<file path="src/rtl/dvs_step_ctrl.sv">
// DVS step controller: ramps dvs_data toward a requested code in bounded steps,
// waiting for the buck's synchronized settle acknowledge after each step.
module dvs_step_ctrl #(
  parameter int unsigned CODE_W         = 8,
  parameter int unsigned STEP           = 4,
  parameter int unsigned BLANK_CYCLES   = 4,
  parameter int unsigned TIMEOUT_CYCLES = 1000,
  parameter int unsigned SYNC_STAGES    = 2
) (
  input  logic              clk,
  input  logic              rst,
  input  logic              enable,
  input  logic              req_valid,
  input  logic [CODE_W-1:0] req_code,
  output logic              req_ready,
  input  logic              dvs_done_ana,
  output logic [CODE_W-1:0] dvs_data,
  output logic              en,
  output logic              busy,
  output logic              done,
  output logic [1:0]        err
);

  localparam int unsigned CNT_MAX = (TIMEOUT_CYCLES > BLANK_CYCLES) ? TIMEOUT_CYCLES : BLANK_CYCLES;
  localparam int unsigned CNT_W   = $clog2(CNT_MAX + 1);

  localparam logic [CNT_W-1:0]  BLANK_LAST   = CNT_W'(BLANK_CYCLES - 1);
  localparam logic [CNT_W-1:0]  TIMEOUT_LAST = CNT_W'(TIMEOUT_CYCLES - 1);
  localparam logic [CNT_W-1:0]  CNT_ONE      = CNT_W'(1);
  localparam logic [CODE_W-1:0] STEP_C       = CODE_W'(STEP);

  localparam logic [1:0] ERR_NONE    = 2'd0;
  localparam logic [1:0] ERR_TIMEOUT = 2'd1;
  localparam logic [1:0] ERR_ABORT   = 2'd2;

  typedef enum logic [2:0] {
    ST_IDLE,
    ST_STEP_CALC,
    ST_BLANK,
    ST_WAIT,
    ST_FINISH
  } state_t;

  state_t             state_q, state_d;
  logic [CODE_W-1:0]  target_q, target_d;
  logic [CODE_W-1:0]  data_d;
  logic [CNT_W-1:0]   cnt_q, cnt_d;
  logic [1:0]         err_d;
  logic               busy_d, done_d, ready_d;
  logic               settled;
  logic [CODE_W-1:0]  diff, step_amt;
  logic [SYNC_STAGES-1:0] sync_q;
  logic               done_s;

  // Settle acknowledge crosses in from the analog domain; only the last stage is used.
  assign done_s = sync_q[SYNC_STAGES-1];

  always_ff @(posedge clk or posedge rst) begin
    if (rst) begin
      sync_q    <= '0;
      state_q   <= ST_IDLE;
      target_q  <= '0;
      cnt_q     <= '0;
      dvs_data  <= '0;
      en        <= 1'b0;
      busy      <= 1'b0;
      done      <= 1'b0;
      err       <= ERR_NONE;
      req_ready <= 1'b0;
    end else begin
      sync_q    <= {sync_q[SYNC_STAGES-2:0], dvs_done_ana};
      state_q   <= state_d;
      target_q  <= target_d;
      cnt_q     <= cnt_d;
      dvs_data  <= data_d;
      en        <= enable;
      busy      <= busy_d;
      done      <= done_d;
      err       <= err_d;
      req_ready <= ready_d;
    end
  end

  // Next-state and next-output logic.
  always_comb begin
    state_d  = state_q;
    target_d = target_q;
    data_d   = dvs_data;
    cnt_d    = cnt_q;
    err_d    = err;
    settled  = 1'b0;
    diff     = '0;
    step_amt = '0;

    case (state_q)
      ST_IDLE: begin
        if (req_valid && req_ready) begin
          target_d = req_code;
          err_d    = ERR_NONE;
          state_d  = (req_code == dvs_data) ? ST_FINISH : ST_STEP_CALC;
        end
      end
      ST_STEP_CALC: begin
        // Step is clamped so the ramp lands exactly on the target without wrapping.
        if (dvs_data < target_q) begin
          diff     = target_q - dvs_data;
          step_amt = (diff > STEP_C) ? STEP_C : diff;
          data_d   = dvs_data + step_amt;
        end else if (dvs_data > target_q) begin
          diff     = dvs_data - target_q;
          step_amt = (diff > STEP_C) ? STEP_C : diff;
          data_d   = dvs_data - step_amt;
        end
        cnt_d   = BLANK_LAST;
        state_d = ST_BLANK;
      end
      ST_BLANK: begin
        // Code 0 is never acknowledged by the converter, so it settles after blanking.
        if (cnt_q != '0) begin
          cnt_d = cnt_q - CNT_ONE;
        end else if (dvs_data == '0) begin
          settled = 1'b1;
        end else begin
          cnt_d   = '0;
          state_d = ST_WAIT;
        end
      end
      ST_WAIT: begin
        if (done_s) begin
          settled = 1'b1;
        end else if (cnt_q == TIMEOUT_LAST) begin
          err_d   = ERR_TIMEOUT;
          state_d = ST_IDLE;
        end else begin
          cnt_d = cnt_q + CNT_ONE;
        end
      end
      ST_FINISH: state_d = ST_IDLE;
      default:   state_d = ST_IDLE;
    endcase

    if (settled) begin
      state_d = (dvs_data == target_q) ? ST_FINISH : ST_STEP_CALC;
    end

    // Losing enable mid-ramp wins over settle/timeout; FINISH is excluded so done and abort never coincide.
    if (!enable && (state_q inside {ST_STEP_CALC, ST_BLANK, ST_WAIT})) begin
      state_d = ST_IDLE;
      data_d  = dvs_data;
      err_d   = ERR_ABORT;
    end

    busy_d  = state_d inside {ST_STEP_CALC, ST_BLANK, ST_WAIT};
    done_d  = (state_d == ST_FINISH);
    ready_d = (state_d == ST_IDLE) && enable;
  end

endmodule
</file>
<file path="config.mk">
export PLATFORM = sky130hd
export DESIGN_NAME = dvs_step_ctrl
export DESIGN_NICKNAME = d
export VERILOG_FILES = /design/src/rtl/dvs_step_ctrl.sv
export SDC_FILE = /design/constraint.sdc
export NUM_CORES = 1
export LEC_CHECK = 0
export ABC_AREA = 0
export CAP_MARGIN = 20
export CORE_ASPECT_RATIO = 0.5
export CORE_MARGIN = 5
export CORE_UTILIZATION = 45
export CTS_BUF_LIST = sky130_fd_sc_hd__clkbuf_16
export CTS_CLUSTER_DIAMETER = 60
export DETAILED_ROUTE_END_ITERATION = 8
export HOLD_SLACK_MARGIN = 0.08
export PLACE_DENSITY = 0.62
export REMOVE_ABC_BUFFERS = 1
export SYNTH_ARGS = -nofsm -noshare
export SYNTH_HDL_FRONTEND = slang
export SYNTH_SLANG_ARGS = --single-unit
</file>
<file path="constraint.sdc">
create_clock -name clk -period 9 [get_ports clk]
set_clock_uncertainty 0.2 [all_clocks]
set_input_delay 2.7 -clock clk [delete_from_list [all_inputs] [get_ports clk]]
set_output_delay 2.7 -clock clk [all_outputs]
set_load 0.1 [all_outputs]
</file>
# Yosys cells after proc, flatten, opt, wreduce, memory -nomap -nowiden
# Index checks and enable logic that the tools add are counted.
dict set report classes {
  reduce_logical 16
  n_eq_ne 16
  n_mux 28
  n_addsub 6
  bitwise_logic 1
  n_lt_le_gt_ge 4
}
# cell n
set ops {}
lappend ops {{$mux W10} 4}
lappend ops {{$mux W8} 4}
lappend ops {{$pmux W10 S3} 1}
lappend ops {{$mux W3} 9}
lappend ops {{$sub A8 B8 Y8} 3}
lappend ops {{$eq A8 B8 Y1} 2}
lappend ops {{$gt A8 B3 Y1 const B} 2}
lappend ops {{$eq A3 B2 Y1 const B} 4}
lappend ops {{$pmux W3 S4} 1}
lappend ops {{$add A10 B1 Y10 const B} 1}
lappend ops {{$eq A10 B10 Y1 const B} 1}
lappend ops {{$reduce_bool A10 Y1} 1}
lappend ops {{$sub A10 B1 Y10 const B} 1}
lappend ops {{$reduce_bool A3 Y1} 3}
lappend ops {{$add A8 B8 Y8} 1}
lappend ops {{$gt A8 B8 Y1} 1}
lappend ops {{$logic_not A8 Y1} 1}
lappend ops {{$lt A8 B8 Y1} 1}
lappend ops {{$mux W2} 4}
lappend ops {{$reduce_and A4 Y1} 2}
lappend ops {{$eq A3 B1 Y1 const B} 2}
lappend ops {{$logic_not A3 Y1} 2}
lappend ops {{$ne A3 B2 Y1 const B} 2}
lappend ops {{$ne A3 B3 Y1 const B} 2}
lappend ops {{other kinds (11)} 16}
dict set report word_totals {
  word_cells 81
  reg_bits 37
  in_bits 13
  out_inout_bits 14
}

# Logic depth before layout (Yosys ltp)
# Gate-level depths: netlist of the first run.
dict set report depth {
  word_depth 8
  mapped_depth 21
  depth_no_buf 21
}

# Worst setup path after synthesis of the first run
# No wires, ideal clock.
dict set report synth_timing {
  kind {flip-flop to flip-flop}
  from {register dvs_data[6]}
  to {register dvs_data[7]}
  slack_ns 3.788
  path_buffers 1
  path_stages_with_launch 17
  period_less_slack_ns 5.212
  required_ns 8.718
  arrival_ns 4.930
  setup_time_ns 0.082
  path_cell_list {dfrtp_1 > inv_1 > ha_1 > buf_2 > nand2_1 > a2111oi_0 > o32ai_4 > or3_2 > ha_1 > o2bb2a_1 > ha_1 > nor2b_1 > o2111ai_1 > a31oi_1 > inv_1 > or4b_4 > o211ai_2}
}
dict set report synth_between {
  elab_chain_cells 6
  elab_cells_between_ends 14
  classes_between {4 x add/sub; 4 x order compare; 4 x mux; 2 x reduce/logical}
}
# item line_no
set synth_rtl {}
lappend synth_rtl {{start: declaration} 17} ;# output logic [CODE_W-1:0] dvs_data,
lappend synth_rtl {{start signal: assignment} 75} ;# dvs_data <= data_d;
lappend synth_rtl {{$sub A8 B8 Y8} 110} ;# diff = dvs_data - target_q;
lappend synth_rtl {{$gt A8 B3 Y1} 111} ;# step_amt = (diff > STEP_C) ? STEP_C : diff;
lappend synth_rtl {{$mux W8} 111}
lappend synth_rtl {{$sub A8 B8 Y8} 112} ;# data_d = dvs_data - step_amt;
lappend synth_rtl {{$mux W8} 109} ;# end else if (dvs_data > target_q) begin
lappend synth_rtl {{$mux W8} 105} ;# if (dvs_data < target_q) begin
# Parallel ways exist; a longest one is shown, timed or not. The select of a mux whose other input is x is not followed.
# A chain may end at the register's enable or synchronous reset.

# Worst setup path after layout of the first run
dict set report layout_timing {
  from {register dvs_data[1]}
  to {output dvs_data[1]}
}
# No word-level cell between the ends.

==> results of run 1 <==
## cell type report
cell class	instances	share of cell area (%)
Clock buffer	5	3.44
Clock inverter	3	1.14
Inverter	24	2.48
Multi-Input combinational cell	301	56.5
Sequential cell	37	25.5
Tap cell	92	3.17
Timing Repair Buffer	29	7.78
## per-stage QoR
step                setup WS (ns)  cell area (um^2)  hold WS [ns]
floorplan                    3.79              3070         0.131
global placement             4.08              3460         0.135
detailed placement           4.08              3460         0.138
CTS                          3.93              3630         0.152
global route                 3.61              3630         0.166
finish                       3.96              3630         0.149
## synth_stat cells, types with 4 or more instances
master / count
a31oi_1: 5
o21ai_0: 30
nor2_1: 27
nor3_1: 14
nand2_1: 41
nor4_1: 4
xor2_1: 4
or3_1: 4
a21o_1: 6
inv_1: 24
a21oi_1: 29
xnor2_1: 13
buf_2: 4
o211ai_1: 4
nand2b_1: 4
clkbuf_1: 12
nor2b_1: 8
nand4_1: 7
dfrtp_1: 37
nand3_1: 6
and2_1: 4
ha_1: 25
## flip-flops by register name (all words and copies together), names as in the netlist
signal and count:
target_q 8, done 1, en 1, state_q 3, busy 1, req_ready 1, cnt_q 10, err 2
sync_q 2, dvs_data 8
## cells in the final DEF (no fill, tap or decap), types with 5 or more instances in the layout
cell,netlist,layout
a21o_1,6,6
a21oi_1,29,29
a31oi_1,5,5
clkbuf_16,0,5
clkdlybuf4s50_1,0,26
dfrtp_1,37,37
ha_1,25,25
inv_1,24,24
nand2_1,41,41
nand3_1,6,6
nand4_1,7,7
nor2_1,27,27
nor2b_1,8,8
nor3_1,14,14
o21ai_0,30,30
xnor2_1,13,13
## cells by family (layout without fill, tap and decap cells)
group | count (synthesis) | count (layout)
simple gates | 135 | 135
compound gates | 115 | 115
mux | 6 | 6
flops | 37 | 37
fa+ha+maj | 28 | 28
xor+xnor | 17 | 17
buf+inv | 41 | 61
## layer usage
metal,track usage (%),share of wire [%],up-vias
met3,3.40,3.8,10
li1,-,-,1407
met4,5.88,1.6,0
met2,29.0,47,46
met5,0,0,-
met1,24.3,48,1333
## worst max-delay path by stage
stage	end	depth (start not counted)
floorplan	dvs_data[7]$_DFFE_PP0P_	15
global placement	dvs_data[7]$_DFFE_PP0P_	5
detailed placement	busy$_DFF_PP0_	7
CTS	dvs_data[1]	1
global route	dvs_data[7]$_DFFE_PP0P_	15
finish	dvs_data[1]	1
==> flow_metrics.env, run 1 <==
export IMPL_synthXorXnorAreaFrac_pct=4.73
export IMPL_hold_violations=0
export IMPL_setup_viol=0
export IMPL_dp_cells=482
export IMPL_synth_edff_count=0
export IMPL_drc=0
export IMPL_synth_seq_area_share_pct=29.4
export IMPL_path_buf_inv=1
export IMPL_first_iter_violations=252
export IMPL_critPathCaptureType="output port"
export IMPL_cp_top_family="buffers and inverters"
export IMPL_r2r_start="dvs_data[6]$_DFFE_PP0P_"
export IMPL_routed_via_density=5.69
export IMPL_synth_area_top_cells="dfrtp_1 (29%), ha_1 (9.9%), nand2_1 (4.9%)"
export IMPL_synth_compound_area_share_pct=25.0
export IMPL_synth_simple_area_share_pct=21.6
export IMPL_syn_cell_area_mm2=0.00315
export IMPL_cp_required_ns=6.10
export IMPL_wirelength_um=7710
export IMPL_synth_top_family_by_area="compound AO/OA/AOI/OAI gates"
export IMPL_synth_async_reset_ratio_pct=100
export IMPL_grt_use_total_pct=18.0
export IMPL_min_to="sync_q[1]$_DFF_PP0_"
export IMPL_synthAdderAreaFrac_pct=11.8
export IMPL_htreeDepth=2
export IMPL_postRouteAntennaNets=0
export IMPL_fillers=644
export IMPL_vias=2796
export IMPL_path_cells="clkdlybuf4s50_1"
export IMPL_core_area_mm2=0.00673
export IMPL_crit_slowest_cell="clkdlybuf4s50_1"
export IMPL_status="finished, final reports clean"
export IMPL_ff_latch_area_um2=926
export IMPL_min_path_cells=0
export IMPL_synth_top_cell_area_share_pct=29.4
export IMPL_synth_flop_cell="dfrtp_1"
export IMPL_start_util_pct=46.8
export IMPL_ys_ff_latch=37
export IMPL_drive_gt1_share_pct=7.02
export IMPL_diodes=0
export IMPL_worst_pin_slew_ns=0.978
export IMPL_grt_max_degree=38
export IMPL_routedWlPerCell_um=15.7
export IMPL_max_cap_violations=0
export IMPL_globalRouteOverflowTotal=0
export IMPL_tns_ns=0
export IMPL_cts_tree="yes"
export IMPL_die_area_mm2=0.00887
export IMPL_maxSlewHeadroom_pct=34.6
export IMPL_crit_type="flop to output port"
export IMPL_rows=21
export IMPL_dr_pass1_iters=4
export IMPL_instances_no_fill=491
export IMPL_dp_hpwl_um=5950
export IMPL_hold_class="flop to flop"
export IMPL_clk_latency_ns=0.29
export IMPL_fin_util_pct=54.0
export IMPL_postCtsSetupRepairBufs=0
export IMPL_slowest_delay_ns=1.23
export IMPL_synthCells=379
export IMPL_yosysWarnings=0
export IMPL_syn2layout_area_growth_pct=15.5
export IMPL_synth_mux_area_fraction_pct=2.15
export IMPL_cts_resized=0
export IMPL_numPortBuffers=26
export IMPL_yosys_area_top_type="dfrtp_1"
export IMPL_fin_crit_ns=5.04
export IMPL_drv_slew=0
export IMPL_cts_hold_buf=0
export IMPL_avgSynthCellArea_um2=8.30
export IMPL_worst_r2r_endpoint="dvs_data[7]$_DFFE_PP0P_"
export IMPL_finalCritPeriodShare_pct=56.1
export IMPL_cp_start_kind="flop"
export IMPL_grt_first_pass_wirelength_um=13100
export IMPL_max_freq_mhz=198
export IMPL_die_x_um=128
export IMPL_numCtsBuffers=5
export IMPL_grt_pass1_vias=2740
export IMPL_clkTransAtPathRegs_ns=0.06
export IMPL_antenna_found_initial=0
export IMPL_rsz0062_at_grt="false"
export IMPL_worstPathArrival_ns=2.14
export IMPL_routabilityCongestion=0.892
export IMPL_critPathLaunch="dvs_data[1]$_DFFE_PP0P_"
export IMPL_finalNetCount=439
export IMPL_clock_sinks=37
export IMPL_holdCritStartpoint="sync_q[0]$_DFF_PP0_"
export IMPL_multiInputGateArea_mm2=0.00205
export IMPL_ff2ff_path_depth=15
export IMPL_rrSetupSlack_ns=4.04
export IMPL_io_pins=27
export IMPL_clk_path_buf_depth=2
export IMPL_die_y_um=69.1
export IMPL_synth_distinct_cells=60
export IMPL_critPathMaxFanout=9
export IMPL_root_buffer="clkbuf_16"
Power of run 1 is left out: the tool's default activity adds up to more than one toggle a clock period on the data nets, which glitch-free logic cannot reach.
==> inputs of run 2 (changes only) <==
PLACE_DENSITY = 0.64   (was 0.62)
clock period = 4.4 ns   (was 9 ns; I/O delays follow)
==> run 2 against run 1 <==
Utilization is 4.3 points higher. Final area is 7.9% higher. Worst hold slack better by 0.00095 ns. Sequential share of layout area is 1.8 points lower. First-iteration DRC count is 5.6% lower. Critical endpoint is now dvs_data[7]$_DFFE_PP0P_. Worst setup slack worse by 3.8 ns. Clock-buffer cell count stayed put. Flip-flop and latch count stayed put.
==> flow_metrics.env, run 2 (synthesis results as in run 1) <==
export IMPL_status="finished, final reports clean"
export IMPL_crit_type="flop to flop"
export IMPL_place_ws_ns=-0.00150
export IMPL_finalNetCount=461
export IMPL_setup_viol=0
export IMPL_worst_r2r_endpoint="dvs_data[7]$_DFFE_PP0P_"
export IMPL_die_y_um=69.1
export IMPL_htreeDepth=2
export IMPL_die_area_mm2=0.00887
export IMPL_final_common_cell="nand2_1"
export IMPL_cts_tree="yes"
export IMPL_fillers=608
export IMPL_ff2ff_path_depth=16
export IMPL_dr_pass1_iters=5
export IMPL_dp_cells=503
export IMPL_clkTransAtPathRegs_ns=0.06
export IMPL_drc=0
export IMPL_mostFrequentLayoutCells="nand2_1 (41), dfrtp_1 (36), buf_4 (32), o21ai_0 (29), nor2_1 (27)"
export IMPL_finalCritPeriodShare_pct=96.8
export IMPL_rsz0062_at_grt="true"
export IMPL_top_regs="cnt_q x10, dvs_data x8, target_q x8"
export IMPL_hold_class="flop to flop"
export IMPL_start_util_pct=46.8
export IMPL_critPathCaptureType="flop"
export IMPL_cp_start_kind="flop"
export IMPL_routabilityCongestion=0.948
export IMPL_hold_violations=0
export IMPL_root_buffer="clkbuf_16"
export IMPL_core_area_mm2=0.00673
export IMPL_rows=21
export IMPL_min_path_cells=0
export IMPL_critPathMaxFanout=4
export IMPL_cp_required_ns=4.41
export IMPL_routedWlPerCell_um=16.5
export IMPL_clk_latency_ns=0.29
export IMPL_worst_pin_slew_ns=0.966
export IMPL_die_x_um=128
export IMPL_drv_slew=0
export IMPL_r2r_start="dvs_data[5]$_DFFE_PP0P_"
export IMPL_grt_max_degree=38
export IMPL_max_cap_violations=0
export IMPL_grt_pass1_vias=2850
export IMPL_antenna_found_initial=0
export IMPL_cts_hold_buf=0
export IMPL_instances_no_fill=513
export IMPL_globalRouteOverflowTotal=0
export IMPL_largest_register_ffs=10
export IMPL_numPortBuffers=26
export IMPL_min_to="sync_q[1]$_DFF_PP0_"
export IMPL_clock_sinks=37
export IMPL_largest_register="cnt_q"
export IMPL_postRouteAntennaNets=0
export IMPL_max_freq_mhz=235
export IMPL_rrSetupSlack_ns=0.14
export IMPL_routed_via_density=5.89
export IMPL_post_dp_cell_area_mm2=0.00360
export IMPL_syn2layout_area_growth_pct=24.6
export IMPL_worstPathArrival_ns=4.27
export IMPL_numCtsBuffers=5
export IMPL_clk_path_buf_depth=2
export IMPL_io_pins=27
export IMPL_first_iter_violations=238
export IMPL_grt_first_pass_wirelength_um=13700
export IMPL_maxSlewHeadroom_pct=35.4
export IMPL_fin_crit_ns=4.26
export IMPL_drive_gt1_share_pct=18.8
export IMPL_grt_use_total_pct=18.9
export IMPL_vias=3020
export IMPL_holdCritStartpoint="sync_q[0]$_DFF_PP0_"
export IMPL_fin_area_mm2=0.00392
export IMPL_finalWorstSetupSlack_ns=0.141
export IMPL_diodes=0
export IMPL_dp_hpwl_um=6240
export IMPL_wirelength_um=8470
==> run 2: repair_timing <==
action | in CTS | in global routing
pin swaps | 0 | 8
endpoints found under the setup margin | 1 | 2
endpoints found under the hold margin | 0 | 0
setup buffers | 0 | 2
resized for setup | 3 | 25
==> run 2: worst max path at each step <==
stage / startpoint / depth (start not counted) / to
floorplan: dvs_data[6]$_DFFE_PP0P_ / 15 / dvs_data[7]$_DFFE_PP0P_
global placement: dvs_data[4]$_DFFE_PP0P_ / 16 / dvs_data[7]$_DFFE_PP0P_
detailed placement: dvs_data[0]$_DFFE_PP0P_ / 15 / dvs_data[7]$_DFFE_PP0P_
CTS: dvs_data[4]$_DFFE_PP0P_ / 16 / dvs_data[7]$_DFFE_PP0P_
global route: dvs_data[7]$_DFFE_PP0P_ / 16 / dvs_data[7]$_DFFE_PP0P_
finish: dvs_data[5]$_DFFE_PP0P_ / 16 / dvs_data[7]$_DFFE_PP0P_
==> run 2: metal layers <==
metal | up-vias | routed length, um | GRT usage [%]
li1 | 1456 | - | -
met5 | - | 0 | 0
met4 | 0 | 195 | 6.24
met1 | 1439 | 3930 | 26.4
met3 | 25 | 450 | 3.01
met2 | 100 | 3900 | 29.7
==> run 2: cell type report <==
class / count / area, um^2 / area share, %
inverter: 24 / 90.1 / 2.30
sequential: 37 / 927 / 23.6
timing repair buffer: 51 / 430 / 11.0
multi-input combinational: 301 / 2160 / 55.2
tap: 92 / 115 / 2.94
clock inverter: 3 / 68.8 / 1.75
clock buffer: 5 / 125 / 3.19
==> run 2: critical path, stage by stage, from the launching register on <==
cell and delay [ns]:
dfrtp_1 0.35, inv_1 0.08, ha_1 0.38, o21a_4 0.16, or3_1 0.34, o211ai_1 0.15, nand2_1 0.13, or3_2 0.42
ha_1 0.30, o2bb2a_2 0.23, ha_1 0.28, nor2b_4 0.15, o2111ai_2 0.14, a31oi_2 0.23, inv_1 0.07, or4b_4 0.48
o211ai_2 0.08
==> run 2: per-stage QoR <==
step / util (%) / TNS, ns / hold WS (ns)
4_1_cts: 56.7 / 0 / 0.154
3_3_place_gp: 53.5 / 0 / 0.133
3_5_place_dp: 53.5 / -0.00150 / 0.140
5_1_grt: 58.3 / -0.0835 / 0.162
2_1_floorplan: - / -2.55 / 0.131
6_report: 58.3 / 0 / 0.150
Power of run 2 is left out for the same reason.
